## src/rtl/ttc_prescaler_lite.sv

```systemverilog
// ttc_prescaler_lite
//    Clock-source selector and programmable prescaler for one timer/counter
//    channel. Produces the single-cycle count_en strobe for the channel's
//    16-bit counter. The tick source is either every pclk cycle or a
//    synchronised edge of ext_clk. The tick rate can optionally be divided
//    by 2^(N+1).
//
// Ports
//    pclk             in   system clock (sole clock)
//    p_reset          in   synchronous active-high reset
//    pwdata[15:0]     in   write data, only [6:0] used
//    clk_ctrl_reg_sel in   write strobe for the clock control register
//    cntr_restart     in   restart request from the counter control
//    ext_clk          in   external clock pin, asynchronous to pclk
//    clk_ctrl_reg_out out  clock control register readback
//                          [0] prescale en, [4:1] N, [5] ext src, [6] falling
//    count_en         out  registered one-cycle count strobe
module ttc_prescaler_lite #(
   parameter int PRESC_W = 16
) (
   input  logic        pclk,
   input  logic        p_reset,
   input  logic [15:0] pwdata,
   input  logic        clk_ctrl_reg_sel,
   input  logic        cntr_restart,
   input  logic        ext_clk,
   output logic [6:0]  clk_ctrl_reg_out,
   output logic        count_en
);

   logic [6:0]         clk_ctrl_reg;
   logic               ext_p0;        // s1: first synchroniser flop
   logic               ext_p1;        // s2: synchronised ext_clk
   logic               ext_p2;        // s3: s2 delayed, for edge detect
   logic [PRESC_W-1:0] pcnt;
   logic [PRESC_W-1:0] term;
   logic               ext_rise;
   logic               ext_fall;
   logic               tick;
   logic               unused_pwdata;

   assign unused_pwdata = ^pwdata[15:7];

   // Terminal count 2^(N+1)-1. The shift is done at full counter width so
   // N = 15 wraps 1<<16 to zero and the subtraction yields all ones.
   function automatic logic [PRESC_W-1:0] terminal(input logic [3:0] n);
      logic [PRESC_W-1:0] one;
      one = {{(PRESC_W-1){1'b0}}, 1'b1};
      return (one << ({1'b0, n} + 5'd1)) - one;
   endfunction

   assign clk_ctrl_reg_out = clk_ctrl_reg;
   assign term             = terminal(clk_ctrl_reg[4:1]);
   assign ext_rise         = ext_p1 & ~ext_p2;
   assign ext_fall         = ~ext_p1 & ext_p2;

   always_comb begin
      tick = 1'b1;
      if (clk_ctrl_reg[5])
         tick = clk_ctrl_reg[6] ? ext_fall : ext_rise;
   end

   // Synchroniser stages run every cycle regardless of the source select
   always_ff @(posedge pclk) begin
      if (p_reset) begin
         ext_p0 <= 1'b0;
         ext_p1 <= 1'b0;
         ext_p2 <= 1'b0;
      end else begin
         ext_p0 <= ext_clk;
         ext_p1 <= ext_p0;
         ext_p2 <= ext_p1;
      end
   end

   // Control register and prescale counter / count strobe
   always_ff @(posedge pclk) begin
      if (p_reset) begin
         clk_ctrl_reg <= 7'h00;
         pcnt         <= '0;
         count_en     <= 1'b0;
      end else begin
         // The register write lands even when a restart is in progress
         if (clk_ctrl_reg_sel)
            clk_ctrl_reg <= pwdata[6:0];

         if (cntr_restart) begin
            pcnt     <= '0;
            count_en <= 1'b1;
         end else if (clk_ctrl_reg_sel) begin
            pcnt     <= '0;
            count_en <= 1'b0;
         end else if (tick) begin
            if (!clk_ctrl_reg[0]) begin
               pcnt     <= '0;
               count_en <= 1'b1;
            end else if (pcnt == term) begin
               pcnt     <= '0;
               count_en <= 1'b1;
            end else begin
               pcnt     <= pcnt + 1'b1;
               count_en <= 1'b0;
            end
         end else begin
            count_en <= 1'b0;
         end
      end
   end

endmodule

```

## config.mk

```make
export PLATFORM = sky130hd
export DESIGN_NAME = ttc_prescaler_lite
export DESIGN_NICKNAME = d
export VERILOG_FILES = /design/src/rtl/ttc_prescaler_lite.sv
export SDC_FILE = /design/constraint.sdc
export NUM_CORES = 1
export LEC_CHECK = 0
export BUFFER_PORTS_ARGS = -buffer_cell sky130_fd_sc_hd__buf_2
export CAP_MARGIN = 0
export CORE_MARGIN = 1.5
export CORE_UTILIZATION = 30
export CTS_CLUSTER_DIAMETER = 100
export DETAILED_ROUTE_END_ITERATION = 10
export PLACE_DENSITY_LB_ADDON = 0.08
export SKIP_LAST_GASP = 1
export SYNTH_ARGS = -nofsm -noshare
export SYNTH_HDL_FRONTEND = slang
export SYNTH_SLANG_ARGS = --single-unit
```

## constraint.sdc

```tcl
create_clock -name pclk -period 3.3 [get_ports pclk]
set_clock_uncertainty 0.2 [all_clocks]
set_input_delay 0 -clock pclk [delete_from_list [all_inputs] [get_ports pclk]]
set_output_delay 0 -clock pclk [all_outputs]
set_load 0.1 [all_outputs]
```

==> results of run 1 <==
[metal layers]
layer	routed length [um]	vias to the layer above	global-route usage [%]	part of all wire, %
li1	-	855	-	-
met1	2375	776	22.55	51
met2	2073	21	23.92	45
met3	126	5	1.685	2.7
met4	54	0	4.138	1.2
met5	0	-	0	0
[timing repair]
action | CTS | global route
endpoints found under the hold margin | 14 | 0
setup endpoints to repair | 0 | 12
resized for setup | 0 | 1
hold buffers | 25 | 0
[tightest hold or removal path: stages]
cell      delay (ns)
buf_2           0.25
a211oi_1        0.08
o21ba_1         0.17
[flip-flops by register name, indices dropped and copies added, names as in the netlist]
name / count
ext_p1: 1
clk_ctrl_reg_out: 7
ext_p2: 1
pcnt: 16
ext_p0: 1
count_en: 1
[final cells by class]
type,instances,area [sq um],share of cell area [%]
multi-input combinational,168,1192,51.65
clock buffer,3,41.29,1.789
timing repair buffer,51,410.4,17.78
clock inverter,1,7.507,0.3252
sequential,27,548.0,23.74
inverter,4,15.01,0.6504
tap,75,93.84,4.065
[how the worst min path moves through the flow]
stage | startpoint | endpoint | slack, ns
6_report | clk_ctrl_reg_sel | count_en | 0.05
2_1_floorplan | p_reset | ext_p2 | -0.13
3_3_place_gp | ext_clk | ext_p0 | 0.01
4_1_cts | clk_ctrl_reg_sel | count_en | 0.04
5_1_grt | clk_ctrl_reg_sel | count_en | 0.05
3_5_place_dp | ext_clk | ext_p0 | 0.02
[placed cells by master, fill, tap and decap left out, drive strengths merged, types with 2 or more instances in the layout]
master	Yosys	layout
dfxtp	27	27
buf	8	26
dlygate4sd3	0	25
nor3	18	18
nand2	17	17
nand3	14	14
nor2	13	13
xnor2	9	9
nor2b	8	8
mux2i	8	8
xor2	8	8
o21ai	8	8
a21oi	6	6
inv	4	4
and3	4	4
nand4	3	3
clkbuf	7	3
nor4	3	3
nor4b	3	3
nand2b	2	2
a21o	2	2
a221o	2	2
a221oi	2	2
o21a	2	2
and3b	2	2
o311ai	2	2
nand4bb	2	2
nand4b	2	2
o211ai	2	2
or3	2	2
ha	2	2
[power by group through the flow]
| stage | Clock, mW | Combinational [mW] | Sequential [mW] |
|---|---|---|---|
| 3_3_place_gp | 0 | 0.178 | 0.347 |
| 4_1_cts | 0.205 | 0.204 | 0.339 |
| 5_1_grt | 0.218 | 0.221 | 0.341 |
| 3_5_place_dp | 0 | 0.177 | 0.347 |
| 2_1_floorplan | 0 | 0.0966 | 0.391 |
| 6_report | 0.198 | 0.204 | 0.339 |
[logic make-up after synthesis]
logic type / synth area share, %
and+or+nand+nor: 34.25
AOI/OAI and AO/OA: 15.72
DFF: 29.53
buffers and inverters: 5.810
xor gates and xnor gates: 8.134
muxes: 4.990
adders and majority gates: 1.367
other: 0.2049
[metrics by stage]
stage               std cells  worst slack [ns]  area [sq um]  hold WS, ns
floorplan                 214           0.07539          1844      -0.1284
global placement          300            0.1276          2007      0.01205
detailed placement        300            0.1396          2007      0.01704
CTS                       329            0.1130          2306      0.04187
global route              329           0.07241          2308      0.05116
finish                    329            0.2540          2308      0.04598
==> flow_metrics.py, run 1 <==
metrics = {
    "timing": {
        "timing.final.max_slew_violations": 0,
        "post-route-min-period_ns": 3.046,
        "rsz0062_at_grt": "no",
        "fmax_mhz": 328.3,
        "fin_crit_sh_pct": 92.30,
        "hold_violations": 0,
        "relSlewSlack_pct": 55.59,
        "worstMarginPinSlew_ns": 0.6661,
        "fin_tns_setup_ns": 0,
        "setup_viol": 0,
    },
    "synth": {
        "synth_flop_cell": "dfxtp_1",
        "yosysMostFrequentCell": "dfxtp_1",
        "ys_seq_elements": 27,
        "yosys_warnings": 0,
        "synthesis.nets": 237,
        "syn_area_sq_um": 1831,
        "syn_area_per_cell_sq_um": 8.554,
        "syn_inst": 214,
        "yosysTopAreaCell": "dfxtp_1",
        "synth.distinct_cells": 61,
        "async_flop_share_pct": 0,
        "netlist_top_cells_area": "dfxtp_1, nor3_2, mux2i_1, xnor2_1, nand3_1",
        "synth-edff-count": 0,
        "synth_top_cell_area_share_pct": 29.53,
        "ys_seq_area_share_pct": 29.53,
        "synthTopCellsByCount": "dfxtp_1, nand2_1, nand3_1, nor2_1",
    },
    "critical_path": {
        "path_class": "flop to flop",
        "cp_slowest_cell": "or4_4",
        "cp_max_fo": 13,
        "crit_arrival_ns": 2.99,
        "worstReg2RegEnd": "pcnt[4]",
        "critical_path_depth": 11,
        "start_kind": "flop",
        "reg2reg_from": "clk_ctrl_reg_out[1]",
        "worstPathCellList": "nor4_2 -> inv_1 -> ha_2 -> nand4bb_1 -> a211o_1 -> o211ai_1 -> nand4_1 -> or4_4 -> a21oi_4 -> buf_12 -> nor3_1",
        "crit_path_end": "pcnt[4]",
        "cpPeakStageDelay_ns": 0.49,
        "required_ns": 3.24,
        "crit_path_start": "clk_ctrl_reg_out[1]",
        "ff2ff_path_depth": 11,
        "cp_top_family": "simple AND/OR/NAND/NOR gates",
        "critPathBufInv": 2,
        "reg2reg_slack_ns": 0.25,
        "endpoint_kind": "flop",
    },
    "clocking": {
        "post-cts-setup-buffers": 0,
        "cts_buffers": 3,
        "clock-root-buffer": "clkbuf_8",
        "cts_max_level": 1,
        "tritoncts": "yes",
        "cts_buffer_depth": 2,
        "worstSkewPairLatency_ns": 0.28,
        "cts.sinks": 27,
        "clk_pin_slew_ns": 0.10,
    },
    "power_and_ir_drop": {
        "pwr-share-clk_pct": 26.8,
        "power_density_nw_per_um2": 321.2,
        "combPwrFrac_pct": 27.5,
        "sw_frac_of_total_pct": 32.19,
        "switching_power_uw": 238.7,
        "power.internal_uw": 502.8,
        "total_power_uw": 741.5,
        "seqPwrFrac_pct": 45.7,
        "p_leak_nw": 0.8451,
        "vdd_drop_max_mv": 0.1426,
    },
    "finish": {
        "drive_above_1_share_pct": 20.87,
        "fillCellCount": 613,
        "area.growth.synth_to_final_pct": 26.11,
        "insertedDiodeCount": 0,
        "final_nets": 278,
        "final_util_pct": 38.99,
    },
    "global_route": {
        "grt_max_degree": 26,
        "grt_overflow": 0,
        "grtUsageTotal_pct": 15.44,
        "grt_pass1_wl_um": 7721,
        "first_global_vias": 1551,
        "antenna_found_initial": 0,
    },
    "drt": {
        "postRouteWirelength_um": 4629,
        "first_pass_iters": 4,
        "drt_iter0_markers": 66,
        "drcViolationCount": 0,
        "vias_per_cell": 5.036,
        "vias": 1657,
        "drtAntennaViolNets": 0,
        "wire_per_inst_um": 14.07,
    },
    "die": {
        "row_count": 28,
        "initial_core_util_pct": 30.92,
        "dieWidth_um": 81.12,
        "die_h_um": 81.12,
        "die_area_sq_um": 6580,
        "num_io_pins": 29,
        "core_sq_um": 5921,
    },
    "placement": {
        "io_buffers": 19,
        "place.gp.congestion": 0.7624,
        "dp_hpwl_um": 3117,
    },
    "run": {
        "maxCapViolations": 0,
    },
    "run_status": {
        "status": "complete, no violations",
    },
    "min_path": {
        "hold_path_depth": 3,
        "hp-class": "input pin to flop",
    },
}
Note: power is estimated with default switching activity, not from simulation.
==> inputs of run 2 (changes only) <==
Settings changed: CORE_MARGIN 1.5 to default.
==> flow_metrics.py, run 2 (same netlist as run 1, synthesis figures left out) <==
metrics = {
    "run_status": {
        "status": "complete, no violations",
    },
    "min_path": {
        "hold_path_depth": 3,
        "hp-class": "input pin to flop",
        "hold_end": "count_en",
        "hp-start": "clk_ctrl_reg_sel",
    },
    "critical_path": {
        "ff2ff_path_depth": 11,
        "start_kind": "flop",
        "endpoint_kind": "flop",
        "reg2reg_slack_ns": 0.30,
        "crit_arrival_ns": 2.94,
        "crit_top_cell": "xnor2_1",
        "cp_slowest_cell": "or4_4",
        "cpPeakStageDelay_ns": 0.59,
        "reg2reg_from": "clk_ctrl_reg_out[1]",
        "required_ns": 3.24,
        "path_class": "flop to flop",
        "worstPathCellList": "nor4_4 -> inv_1 -> ha_2 -> xnor2_1 -> xnor2_1 -> nor4_2 -> nand4b_1 -> or4_4 -> a21oi_4 -> buf_12 -> nor3_1",
        "cp_top_family": "simple AND/OR/NAND/NOR gates",
        "cp_max_fo": 13,
        "worstReg2RegEnd": "pcnt[5]",
        "critPathBufInv": 2,
    },
    "timing": {
        "setup_viol": 0,
        "post-route-min-period_ns": 2.998,
        "fmax_mhz": 333.5,
        "hold_violations": 0,
        "fin_crit_sh_pct": 90.86,
        "rsz0062_at_grt": "no",
        "worstMarginPinSlew_ns": 0.6474,
        "timing.final.max_slew_violations": 0,
        "relSlewSlack_pct": 56.84,
        "fin_tns_setup_ns": 0,
    },
    "clocking": {
        "tritoncts": "yes",
        "clk_pin_slew_ns": 0.11,
        "cts_max_level": 1,
        "cts_buffer_depth": 2,
        "cts_buffers": 3,
        "clock-root-buffer": "clkbuf_8",
        "worstSkewPairLatency_ns": 0.29,
        "cts.sinks": 27,
    },
    "finish": {
        "insertedDiodeCount": 0,
        "area.growth.synth_to_final_pct": 26.66,
        "final_nets": 278,
        "final_util_pct": 39.39,
        "final_common_cell": "dlygate4sd3_1",
        "final_cells": 329,
        "regMostFlops": "pcnt",
        "mostFrequentLayoutCells": "dlygate4sd3_1, dfxtp_1, buf_2, nand2_1, nand3_1",
        "largest_register_ffs": 16,
        "drive_above_1_share_pct": 20.87,
    },
    "die": {
        "core_sq_um": 5886,
        "dieWidth_um": 80.12,
        "die_h_um": 80.12,
        "initial_core_util_pct": 31.10,
        "num_io_pins": 29,
        "die_area_sq_um": 6418,
        "row_count": 28,
    },
    "run": {
        "maxCapViolations": 0,
    },
    "drt": {
        "wl_met3_um": 63,
        "drtAntennaViolNets": 0,
        "wl_met1_um": 2376,
        "first_pass_iters": 4,
        "drt_iter0_markers": 72,
        "vias": 1661,
        "drcViolationCount": 0,
        "postRouteWirelength_um": 4644,
        "route.met2.wl_um": 2143,
        "dr.max_layer_used": "met4",
        "vias_per_cell": 5.049,
        "wire_per_inst_um": 14.12,
    },
    "global_route": {
        "antenna_found_initial": 0,
        "grt_max_degree": 26,
        "grtUsageTotal_pct": 16.06,
        "grt_overflow": 0,
        "first_global_vias": 1619,
        "grt_pass1_wl_um": 7976,
    },
    "power_and_ir_drop": {
        "total_power_uw": 752.0,
        "p_leak_nw": 0.8525,
        "vdd_drop_max_mv": 0.1689,
        "power_density_nw_per_um2": 324.4,
    },
    "placement": {
        "dp_hpwl_um": 3155,
        "place.gp.congestion": 0.8058,
        "io_buffers": 19,
        "dp.cells": 300,
    },
}
-- run 2: cell types whose count changed in the layout (fill, tap and decap cells not counted) --
cell / change
nor4_2: -1
clkinvlp_4: -1
nor4_4: +1
inv_6: +1
-- run 2: what timing repair did --
item	CTS	global route
resized for setup	0	2
hold buffers	25	0
buffers inserted	0	0
hold endpoints to repair	14	0
endpoints found under the setup margin	0	10
-- run 2: cell type report --
cell class                      count  area, sq um
Clock buffer                        3        41.29
Clock inverter                      1        8.758
Fill cell                         628         3567
Inverter                            4        15.01
Multi-Input combinational cell    168         1201
Sequential cell                    27        548.0
Tap cell                           75        93.84
Timing Repair Buffer               51        410.4
-- run 2: worst max path at each step --
stage / from / end / cells past startpoint
after floorplan: clk_ctrl_reg_out[1] / pcnt[10] / 12
after global placement: clk_ctrl_reg_out[1] / pcnt[5] / 11
after detailed placement: clk_ctrl_reg_out[1] / pcnt[5] / 11
after CTS: clk_ctrl_reg_out[1] / pcnt[5] / 11
after global routing: clk_ctrl_reg_out[1] / pcnt[4] / 11
final: clk_ctrl_reg_out[1] / pcnt[5] / 11
-- run 2: per-layer routing --
layer  up-vias  GRT usage [%]
met4         0          4.643
met3         6          1.705
met5         -              0
met1       779          22.26
met2        16          26.15
li1        860              -
-- run 2: metrics by stage --
stage	instance area, sq um	worst slack [ns]	hold slack (ns)
after global routing	2318	0.07420	0.06056
after CTS	2307	0.1510	0.03717
after detailed placement	2007	0.1853	0.01847
after floorplan	1844	0.07539	-0.1284
after global placement	2007	0.2646	0.01454
final	2318	0.3016	0.03942
-- run 2: tightest hold or removal path, cell delays in order --
cell and delay, ns:
buf_2 0.25, a211oi_1 0.08, o21ba_1 0.17
-- run 2: where the power goes --
part / internal [mW] / total [mW] / switching [mW]
clock: 0.0889 / 0.206 / 0.117
combinational: 0.0848 / 0.206 / 0.121
sequential: 0.333 / 0.340 / 0.00668
total: 0.507 / 0.752 / 0.245
==> inputs of run 3 (changes only) <==
--- a/config.mk
+++ b/config.mk
@@ -13,3 +13,2 @@
 export PLACE_DENSITY_LB_ADDON = 0.08
-export SKIP_LAST_GASP = 1
 export SYNTH_ARGS = -nofsm -noshare
==> constraint.sdc (replaced) <==
create_clock -name pclk -period 3.3 [get_ports pclk]
set_clock_uncertainty 0.2 [all_clocks]
set_input_delay 0.825 -clock pclk [delete_from_list [all_inputs] [get_ports pclk]]
set_output_delay 0.825 -clock pclk [all_outputs]
set_load 0.1 [all_outputs]
==> flow_metrics.py, run 3 (same netlist as run 1, synthesis figures left out) <==
metrics = {
    "finish": {
        "regMostFlops": "pcnt",
        "largest_register_ffs": 16,
        "fin_area_sq_um": 2071,
        "insertedDiodeCount": 0,
        "drive_above_1_share_pct": 23.38,
        "final_cells": 306,
        "final_nets": 255,
        "final_common_cell": "dfxtp_1",
        "area.growth.synth_to_final_pct": 13.12,
        "mostFrequentLayoutCells": "dfxtp_1, buf_2, nand2_1, nand3_1, nor2_1",
    },
    "placement": {
        "dp_slack_ns": 0.1801,
        "place.gp.congestion": 0.7512,
        "io_buffers": 19,
        "dpl_cell_area_sq_um": 2022,
        "dp_hpwl_um": 3174,
        "dp.cells": 302,
    },
    "die": {
        "die_h_um": 80.12,
        "dieWidth_um": 80.12,
        "initial_core_util_pct": 31.10,
        "die_area_sq_um": 6418,
        "num_io_pins": 29,
        "core_sq_um": 5886,
        "row_count": 28,
    },
    "drt": {
        "vias": 1567,
        "vias_per_cell": 5.121,
        "drcViolationCount": 0,
        "drt_iter0_markers": 43,
        "wire_per_inst_um": 14.21,
        "first_pass_iters": 4,
        "drtAntennaViolNets": 0,
        "postRouteWirelength_um": 4349,
    },
    "critical_path": {
        "ff2ff_path_depth": 11,
        "required_ns": 3.27,
        "cp_max_fo": 13,
        "crit_arrival_ns": 3.03,
        "endpoint_kind": "flop",
        "start_kind": "flop",
        "path_class": "flop to flop",
    },
    "timing": {
        "fin_crit_sh_pct": 92.78,
        "setup_viol": 0,
        "worstMarginPinSlew_ns": 0.4905,
        "rsz0062_at_grt": "no",
        "timing.final.max_slew_violations": 0,
        "relSlewSlack_pct": 67.05,
        "fmax_mhz": 326.6,
        "hold_violations": 0,
        "worst_slack_ns": 0.2383,
        "post-route-min-period_ns": 3.062,
        "fin_tns_setup_ns": 0,
    },
    "global_route": {
        "grt_overflow": 0,
        "grtUsageTotal_pct": 14.96,
        "antenna_found_initial": 0,
        "busiest_layer": "met2",
        "grt_max_degree": 26,
        "use_met3_pct": 1.477,
        "globalRouteMet2Util_pct": 22.56,
        "grt_pass1_wl_um": 7410,
        "grt_util_met1_pct": 21.78,
        "first_global_vias": 1433,
    },
    "clocking": {
        "cts.sinks": 27,
        "post-cts-setup-buffers": 0,
        "cts_resized": 0,
        "hold_buffers": 0,
        "clock-root-buffer": "clkbuf_8",
        "cts_buffer_depth": 2,
        "worstSkewPairLatency_ns": 0.28,
        "clk_pin_slew_ns": 0.10,
        "tritoncts": "yes",
        "cts_buffers": 3,
        "cts_max_level": 1,
    },
    "min_path": {
        "hold_path_depth": 1,
        "hp-class": "flop to flop",
    },
    "run_status": {
        "status": "complete, no violations",
    },
    "power_and_ir_drop": {
        "vdd_drop_max_mv": 0.1410,
        "p_leak_nw": 0.7432,
        "power_density_nw_per_um2": 343.5,
    },
    "run": {
        "maxCapViolations": 0,
    },
}
## run 3: cell count changes in the layout (fill, tap and decap cells not counted), sizes merged
cell / previous run / this run
inv: 5 / 4
dlygate4sd3: 25 / 0
buf: 26 / 28
clkinvlp: 0 / 1
## run 3: stage by stage
stage          hold slack, ns  util, %  power (mW)
6_report               0.2499    35.18      0.7113
5_1_grt                0.2667    35.18      0.7532
4_1_cts                0.2593    35.18      0.7296
3_5_place_dp           0.2344    34.35      0.5262
3_3_place_gp           0.2243    34.35      0.5278
2_1_floorplan          0.2138        -      0.4876
## run 3: path summary, 6_finish.rpt
path                                           from  endpoint  slack (ns)
worst max-delay path            clk_ctrl_reg_out[1]   pcnt[5]        0.24
worst min-delay path                         ext_p0    ext_p1        0.25
worst max register to register  clk_ctrl_reg_out[1]   pcnt[5]        0.24
worst min register to register               ext_p0    ext_p1        0.25
## run 3: layout make-up
class	count	area, sq um
timing repair buffer	28	175.2
fill	637	3815
sequential	27	548.0
inverter	4	15.01
tap	75	93.84
clock buffer	3	41.29
clock inverter	1	7.507
multi-input combinational	168	1190
## run 3: report_power, final
group	leakage, nW	switching [mW]	internal [mW]
Clock	0.0217	0.108	0.0858
Combinational	0.500	0.117	0.0622
Sequential	0.221	0.00551	0.333
## run 3: worst max-delay path: stages (launching register included)
cell and delay (ns):
dfxtp_4 0.35, nor4_2 0.33, inv_1 0.08, ha_1 0.30
nor4b_1 0.19, a221oi_1 0.30, xor2_1 0.19, nand4_1 0.10
or4_4 0.49, a21oi_4 0.19, buf_12 0.16, nor3_1 0.06
## run 3: metal layers
metal / share of wire [%] / vias to the layer above / wire length (um)
li1: - / 812 / -
met1: 53 / 735 / 2326
met4: 1.1 / 0 / 47
met5: 0 / - / 0
met2: 44 / 16 / 1897
met3: 1.8 / 4 / 77
